### src/rtl/decode_queue.sv
// Decoded-instruction queue: decodes fetched instructions on entry and buffers them for dispatch.
// Define DECODE_ILLEGAL_EN to keep unrecognised encodings as flagged entries instead of dropping them.
module decode_queue #(
    parameter int DEPTH = 4,
    parameter int XLEN  = 32
) (
    input  logic                       clk,
    input  logic                       rst,
    input  logic                       en,
    input  logic                       flush,
    input  logic                       in_valid,
    input  logic [XLEN-1:0]            in_pc,
    input  logic [31:0]                in_ins,
    output logic                       in_ready,
    output logic                       out_valid,
    input  logic                       out_ready,
    output logic [5:0]                 out_op,
    output logic [4:0]                 out_rs1,
    output logic [4:0]                 out_rs2,
    output logic [4:0]                 out_rd,
    output logic [XLEN-1:0]            out_imm,
    output logic [XLEN-1:0]            out_pc,
    output logic                       out_enrd,
    output logic                       out_illegal,
    output logic [$clog2(DEPTH):0]     count
);
    localparam int AW = $clog2(DEPTH);
    localparam int CW = AW + 1;

    localparam logic [2:0] IMM_R = 3'd0;
    localparam logic [2:0] IMM_I = 3'd1;
    localparam logic [2:0] IMM_S = 3'd2;
    localparam logic [2:0] IMM_B = 3'd3;
    localparam logic [2:0] IMM_U = 3'd4;
    localparam logic [2:0] IMM_J = 3'd5;

    logic [AW-1:0]     wr_ptr, rd_ptr;
    logic [CW-1:0]     count_q;
    logic [5:0]        op_q   [DEPTH];
    logic [4:0]        rs1_q  [DEPTH];
    logic [4:0]        rs2_q  [DEPTH];
    logic [4:0]        rd_q   [DEPTH];
    logic [XLEN-1:0]   imm_q  [DEPTH];
    logic [XLEN-1:0]   pc_q   [DEPTH];
    logic              enrd_q [DEPTH];

    logic [6:0]        opcode;
    logic [2:0]        f3;
    logic              alt;
    logic [5:0]        dec_op;
    logic [2:0]        imm_kind;
    logic signed [31:0] imm32;
    logic [XLEN-1:0]   dec_imm;
    logic              dec_enrd;
    logic              store_ok;
    logic              do_write, do_read;

    assign opcode = in_ins[6:0];
    assign f3     = in_ins[14:12];
    assign alt    = in_ins[30];

    always_comb begin
        dec_op   = 6'd0;
        imm_kind = IMM_R;
        case (opcode)
            7'b0110111: begin dec_op = 6'd1; imm_kind = IMM_U; end
            7'b0010111: begin dec_op = 6'd2; imm_kind = IMM_U; end
            7'b1101111: begin dec_op = 6'd3; imm_kind = IMM_J; end
            7'b1100111: begin
                imm_kind = IMM_I;
                if (f3 == 3'b000) dec_op = 6'd4;
            end
            7'b1100011: begin
                imm_kind = IMM_B;
                case (f3)
                    3'b000: dec_op = 6'd5;
                    3'b001: dec_op = 6'd6;
                    3'b100: dec_op = 6'd7;
                    3'b101: dec_op = 6'd8;
                    3'b110: dec_op = 6'd9;
                    3'b111: dec_op = 6'd10;
                    default: dec_op = 6'd0;
                endcase
            end
            7'b0010011: begin
                imm_kind = IMM_I;
                case (f3)
                    3'b000: dec_op = 6'd11;
                    3'b001: dec_op = 6'd12;
                    3'b010: dec_op = 6'd13;
                    3'b011: dec_op = 6'd14;
                    3'b100: dec_op = 6'd15;
                    3'b101: dec_op = alt ? 6'd17 : 6'd16;
                    3'b110: dec_op = 6'd18;
                    default: dec_op = 6'd19;
                endcase
            end
            7'b0110011: begin
                case (f3)
                    3'b000: dec_op = alt ? 6'd20 : 6'd21;
                    3'b001: dec_op = 6'd22;
                    3'b010: dec_op = 6'd23;
                    3'b011: dec_op = 6'd24;
                    3'b100: dec_op = 6'd25;
                    3'b101: dec_op = alt ? 6'd27 : 6'd26;
                    3'b110: dec_op = 6'd28;
                    default: dec_op = 6'd29;
                endcase
            end
            7'b0000011: begin
                imm_kind = IMM_I;
                case (f3)
                    3'b000: dec_op = 6'd32;
                    3'b001: dec_op = 6'd33;
                    3'b010: dec_op = 6'd34;
                    3'b100: dec_op = 6'd35;
                    3'b101: dec_op = 6'd36;
                    default: dec_op = 6'd0;
                endcase
            end
            7'b0100011: begin
                imm_kind = IMM_S;
                case (f3)
                    3'b000: dec_op = 6'd37;
                    3'b001: dec_op = 6'd38;
                    3'b010: dec_op = 6'd39;
                    default: dec_op = 6'd0;
                endcase
            end
            default: dec_op = 6'd0;
        endcase
    end

    always_comb begin
        case (imm_kind)
            IMM_I:   imm32 = {{20{in_ins[31]}}, in_ins[31:20]};
            IMM_S:   imm32 = {{20{in_ins[31]}}, in_ins[31:25], in_ins[11:7]};
            IMM_B:   imm32 = {{19{in_ins[31]}}, in_ins[31], in_ins[7], in_ins[30:25], in_ins[11:8], 1'b0};
            IMM_U:   imm32 = {in_ins[31:12], 12'b0};
            IMM_J:   imm32 = {{11{in_ins[31]}}, in_ins[31], in_ins[19:12], in_ins[20], in_ins[30:21], 1'b0};
            default: imm32 = 32'sd0;
        endcase
        if (dec_op == 6'd0) imm32 = 32'sd0;
        dec_imm = XLEN'(imm32);
    end

    // Branches (5..10) and stores (37..39) never write a register
    assign dec_enrd = (dec_op != 6'd0) && !(dec_op >= 6'd5 && dec_op <= 6'd10)
                      && !(dec_op >= 6'd37) && (in_ins[11:7] != 5'd0);

`ifdef DECODE_ILLEGAL_EN
    logic ill_q [DEPTH];
    assign store_ok    = 1'b1;
    assign out_illegal = ill_q[rd_ptr];
`else
    assign store_ok    = (dec_op != 6'd0);
    assign out_illegal = 1'b0;
`endif

    assign in_ready  = !rst && (count_q < CW'(DEPTH)) && en && !flush;
    assign out_valid = !rst && (count_q != '0) && en;
    assign do_write  = in_valid && in_ready && store_ok;
    assign do_read   = out_valid && out_ready;

    always_ff @(posedge clk) begin
        if (rst) begin
            wr_ptr  <= '0;
            rd_ptr  <= '0;
            count_q <= '0;
            for (int i = 0; i < DEPTH; i++) begin
                op_q[i]   <= '0;
                rs1_q[i]  <= '0;
                rs2_q[i]  <= '0;
                rd_q[i]   <= '0;
                imm_q[i]  <= '0;
                pc_q[i]   <= '0;
                enrd_q[i] <= 1'b0;
`ifdef DECODE_ILLEGAL_EN
                ill_q[i]  <= 1'b0;
`endif
            end
        end else if (flush) begin
            wr_ptr  <= '0;
            rd_ptr  <= '0;
            count_q <= '0;
        end else if (en) begin
            if (do_write) begin
                op_q[wr_ptr]   <= dec_op;
                rs1_q[wr_ptr]  <= in_ins[19:15];
                rs2_q[wr_ptr]  <= in_ins[24:20];
                rd_q[wr_ptr]   <= in_ins[11:7];
                imm_q[wr_ptr]  <= dec_imm;
                pc_q[wr_ptr]   <= in_pc;
                enrd_q[wr_ptr] <= dec_enrd;
`ifdef DECODE_ILLEGAL_EN
                ill_q[wr_ptr]  <= (dec_op == 6'd0);
`endif
                wr_ptr <= wr_ptr + AW'(1);
            end
            if (do_read) rd_ptr <= rd_ptr + AW'(1);
            count_q <= count_q + CW'(do_write) - CW'(do_read);
        end
    end

    assign out_op   = op_q[rd_ptr];
    assign out_rs1  = rs1_q[rd_ptr];
    assign out_rs2  = rs2_q[rd_ptr];
    assign out_rd   = rd_q[rd_ptr];
    assign out_imm  = imm_q[rd_ptr];
    assign out_pc   = pc_q[rd_ptr];
    assign out_enrd = enrd_q[rd_ptr];
    assign count    = count_q;
endmodule

### config.mk
export PLATFORM = sky130hd
export DESIGN_NAME = decode_queue
export DESIGN_NICKNAME = d
export VERILOG_FILES = /design/src/rtl/decode_queue.sv
export SDC_FILE = /design/constraint.sdc
export NUM_CORES = 1
export LEC_CHECK = 0
export BUFFER_PORTS_ARGS = -buffer_cell sky130_fd_sc_hd__clkbuf_2
export CORE_MARGIN = 8
export CORE_UTILIZATION = 64
export CTS_CLUSTER_DIAMETER = 30
export CTS_CLUSTER_SIZE = 40
export DETAILED_ROUTE_END_ITERATION = 16
export GPL_ROUTABILITY_DRIVEN = 0
export PLACE_DENSITY = 0.9
export SYNTH_ARGS = -nofsm -noshare
export SYNTH_HDL_FRONTEND = slang
export SYNTH_SLANG_ARGS = --single-unit
### constraint.sdc
create_clock -name clk -period 11.45 [get_ports clk]
set_clock_uncertainty 0.1 [all_clocks]
set_input_delay 0.5725 -clock clk [delete_from_list [all_inputs] [get_ports clk]]
set_output_delay 0.5725 -clock clk [all_outputs]
set_load 0.02 [all_outputs]
Word level (Yosys, flattened, before mapping)

Memories as Yosys holds them, arrays and structs flattened. A register that Yosys moved wholly into a read port is not among the register bits.
Cells that the tools add are included.

Bits in registers: 7
RAM bits: 344
Logic and storage cells: 127
Memories: 7

$add $sub $neg: 4
Order comparisons: 4
Equal/unequal tests: 21
Mux-type cells: 55
Reduce and logical (&&, ||, !) cells: 33

Memory list:

| name            | words | width | read ports | clocked after memory_dff | write ports | line | RTL |
|---|---|---|---|---|---|---|---|
| imm_q           | 4     | 32    | 1          | 1                        | 4           | 43   | `logic [XLEN-1:0] imm_q [DEPTH];` |
| pc_q            | 4     | 32    | 1          | 1                        | 4           | 44   | `logic [XLEN-1:0] pc_q [DEPTH];` |
| op_q            | 4     | 6     | 1          | 1                        | 4           | 39   | `logic [5:0] op_q [DEPTH];` |
| rd_q            | 4     | 5     | 1          | 1                        | 4           | 42   | `logic [4:0] rd_q [DEPTH];` |
| rs1_q           | 4     | 5     | 1          | 1                        | 4           | 40   | `logic [4:0] rs1_q [DEPTH];` |
| rs2_q           | 4     | 5     | 1          | 1                        | 4           | 41   | `logic [4:0] rs2_q [DEPTH];` |
| 1 more memories | -     | -     | -          | -                        | -           | -    |  |

Operators by type and width:

| cell                                                              | number |
|---|---|
| one-hot mux 32 bit (5 select lines)                               | 1 |
| 2-to-1 mux 32 bit                                                 | 3 |
| OR reduction 32 bit                                               | 2 |
| one-hot mux 6 bit (9 select lines)                                | 1 |
| 2-to-1 mux 2 bit                                                  | 21 |
| one-hot mux 5 bit (7 select lines)                                | 1 |
| one-hot mux 6 bit (5 select lines)                                | 1 |
| one-hot mux 4 bit (7 select lines)                                | 1 |
| one-hot mux 4 bit (6 select lines)                                | 1 |
| equality test 7 x 6 -> 1 bit, second input constant               | 3 |
| equality test 7 bit, second input constant                        | 3 |
| equality test 3 bit, second input constant                        | 6 |
| 2-to-1 mux 1 bit                                                  | 18 |
| one-hot mux 6 bit (3 select lines)                                | 1 |
| 2-to-1 mux 5 bit                                                  | 3 |
| one-hot mux 3 bit (5 select lines)                                | 1 |
| OR reduction 5 bit                                                | 3 |
| equality test 7 x 5 -> 1 bit, second input constant               | 2 |
| equality test 3 x 2 -> 1 bit, second input constant               | 4 |
| logical AND 1 bit                                                 | 12 |
| equality test 7 x 2 -> 1 bit, second input constant               | 1 |
| equality test 3 x 1 -> 1 bit, second input constant               | 2 |
| greater-or-equal comparator 6 x 3 -> 1 bit, second input constant | 1 |
| greater-or-equal comparator 6 bit, second input constant          | 1 |
| other kinds (18)                                                  | 24 |

Longest topological paths before layout

Depth after elaboration: 13
Mapped depth: 17
Mapped depth without buffers: 14

Worst setup path before layout

No wires, ideal clock.

Path type: in2reg
From: in rst
To: mem enrd_q[0], enable pin
Arrival time: 4.575 ns
Required time: 10.891 ns
Path slack: 6.316 ns
Cell stages on the path: 8
Buffers on the path: 2
Cells stage by stage: or2_1 > clkbuf_1 > nor3b_1 > nand2_1 > or3_1 > a21o_1 > buf_2 > nand2b_1

RTL lines:

| item        | line | RTL |
|---|---|---|
| from (decl) | 8    | `input logic rst,` |
| to (decl)   | 45   | `logic enrd_q [DEPTH];` |

==> impl_metrics.yaml <==
critical_path:
  path_max_fanout: 57
  worstSetupPathType: "input pin to flip-flop"
  reg2reg_from: "count[2]"
  ff2ff_path_depth: 7
  cp.arrival_ns: 5.07
  setup.worst_path.end_class: "flip-flop"
  rr_endpoint: "imm_q[2][11]"
  cp-start-kind: "input pin"
  ff2ff_setup_slack_ns: 7.48
  worstPathRequired_ns: 11.53
global_route:
  grt_usage_pct: 26.6
  grt_overflow: 0
  antenna_found_initial: 1
  grt_pass1_wl_mm: 61.4
  grt_pass1_vias: 10403
  grt_max_degree: 69
detailed_routing:
  dr.pass1.iters: 7
  num_vias: 9959
  routedWlPerCell_um: 25.8
  drc_errors: 0
  viasPerCell: 6.43
  drt_iter0_drc: 1284
  ant_nets: 0
  wl_mm: 39.9
floorplan:
  io_pins: 162
  start_util_pct: 65.0
  die_area_mm2: 0.0298
  core-area_mm2: 0.0242
  rows: 57
  die_h_um: 173
  die_w_um: 173
final_layout:
  area_delta_synth_final_pct: 18.5
  final_common_cell: "edfxtp_1"
  mostFrequentLayoutCells: "edfxtp_1 (344), and2_1 (190), clkbuf_2 (160)"
  nNetsFinal: 1256
  drive_gt1_share_pct: 30.6
  insertedDiodeCount: 0
  fin_area_mm2: 0.0186
  final.fill_count: 1243
clock_network:
  cts.repair.resized: 0
  clock-sinks: 353
  cts_setup_buffers: 0
  cts-htree-levels: 2
  clk_pin_slew_ns: 0.05
  holdBufCountCts: 0
  cts_tree: "done"
  clock_latency_ns: 0.56
  clock_path_buffers: 3
  cts_made_buffers: 57
  root_buffer: "clkbuf_16"
placed_design:
  dp_hpwl_mm: 23.0
  place_area_mm2: 0.0168
  preCtsSetupSlack_ns: 6.10
  io_buffers: 160
sta:
  hold_ws_ns: 0.224
  period_share_pct: 43.5
  fmax_ghz: 0.201
  slew_headroom_pct: 24.0
  setup_viol: 0
  rsz0062_at_grt: "false"
  fin_ws_ns: 6.47
  period_minus_slack_ns: 4.98
  worstMarginPinSlew_ns: 1.13
  slew_viol_final: 0
  timing.final.hold_violations: 0
  fin_setup_tns_ns: 0
power_and_ir_drop:
  power.switching_uw: 717
  p_leak_nw: 6.73
  p_per_area_mw_per_mm2: 176
  p_seq_share_pct: 45.0
  p_sw_share_pct: 21.9
  clock_power_share_pct: 51.0
  irDropWorstVdd_mv: 0.119
  pwr-share-comb_pct: 3.9
  intPower_mw: 2.55
yosys:
  synth_cell_types: 63
  ys_dominant_reg_cell: "edfxtp_1"
  seq_area_frac_synth_pct: 66.9
  syn_area_mm2: 0.0157
  synth_edf_count: 344
  ys_seq_elements: 353
  async_reset_ff_share_pct: 0
  synth_warnings: 0
  syn_nets: 1099
  postSynthAreaPerCell_um2: 15.3
  syn_inst: 1026
job:
  maxCapViolations: 0
worst_hold_path:
  min_from: "in_pc[4]"
  min_path_type: "input pin to flip-flop"
  holdPathEnd: "pc_q[3][4]"
  holdPathStages: 2
run_status:
  status: "complete, no violations"
worst max path at each step:
stage                          from      endpoint
after floorplan                 rst     enrd_q[0]
after global placement    in_ins[6]  imm_q[2][12]
after detailed placement  in_ins[6]    pc_q[2][6]
after CTS                 in_ins[6]  imm_q[2][19]
after global routing      in_ins[6]  imm_q[2][11]
final                     in_ins[6]  imm_q[2][11]
flip-flops by register name (all words and copies together) (netlist names), named ones only:
| signal | flops |
|---|---|
| wr_ptr | 2 |
| rs1_q | 20 |
| rd_q | 20 |
| pc_q | 128 |
| rd_ptr | 2 |
| count | 3 |
| op_q | 24 |
| rs2_q | 20 |
| enrd_q | 4 |
| imm_q | 128 |
per-stage QoR:
stage | instances | util [%] | power (mW)
4_1_cts | 1550 | 77.0 | 3.27
6_report | 1550 | 77.0 | 3.27
5_1_grt | 1550 | 77.0 | 3.34
3_3_place_gp | 1448 | 69.3 | 1.61
2_1_floorplan | 1026 | - | 1.56
3_5_place_dp | 1448 | 69.3 | 1.62
power groups by stage:
stage / logic, mW / clock network (mW) / registers [mW]
2_1_floorplan: 0.0689 / 0 / 1.49
3_3_place_gp: 0.124 / 0 / 1.49
3_5_place_dp: 0.126 / 0 / 1.50
4_1_cts: 0.128 / 1.67 / 1.47
5_1_grt: 0.135 / 1.73 / 1.47
6_report: 0.129 / 1.67 / 1.47
layout make-up:
| class | count | area (um2) | area share, % |
|---|---|---|---|
| flip-flops and latches | 353 | 10500 | 56.5 |
| multi-input cells | 590 | 4910 | 26.4 |
| clock buffers | 65 | 1460 | 7.82 |
| repair buffers | 172 | 891 | 4.78 |
| clock inverters | 37 | 407 | 2.18 |
| well taps | 324 | 405 | 2.18 |
| inverters | 9 | 33.8 | 0.181 |
worst max-delay path, cell delays in order:
cell and delay [ns]:
clkbuf_2 0.12, nand4b_1 0.31, nor3b_2 0.96, a22oi_1 0.22, and4_1 0.31, a41oi_4 0.19
inv_2 0.26, or2_1 0.70, nand2b_4 0.60, buf_4 0.74
cells by family after synthesis:
kind of cell | synth area share (%)
and+or+nand+nor | 14.8
DFF | 66.9
muxes | 12.5
buffers and inverters | 2.30
AOI/OAI and AO/OA | 2.86
xor gates and xnor gates | 0.279
adders and majority gates | 0.350
other | 0.0239
Yosys cell counts (all sizes together) (7+ instances only):
cell type | instances | area [um2]
mux4 | 86 | 1940
buf | 37 | 189
inv | 9 | 33.8
and2 | 190 | 1190
dfxtp | 9 | 180
a21oi | 28 | 140
clkbuf | 37 | 139
nand2b | 12 | 75.1
nor2 | 129 | 514
edfxtp | 344 | 10300
nor3 | 47 | 245
o21ai | 8 | 40.0
a22oi | 7 | 52.6
nand2 | 15 | 56.3
routing by layer:
layer  up-vias  track usage (%)  wire length (um)  part of all wire (%)
met1      4939             34.3             14400                    36
met4         2             9.77              1350                   3.4
met5         -                0                13                 0.033
li1       4178                -                 -                     -
met2       729             43.6             19900                    50
met3       111             6.49              4250                    11
No activity file was read; power rests on OpenSTA's default activity.
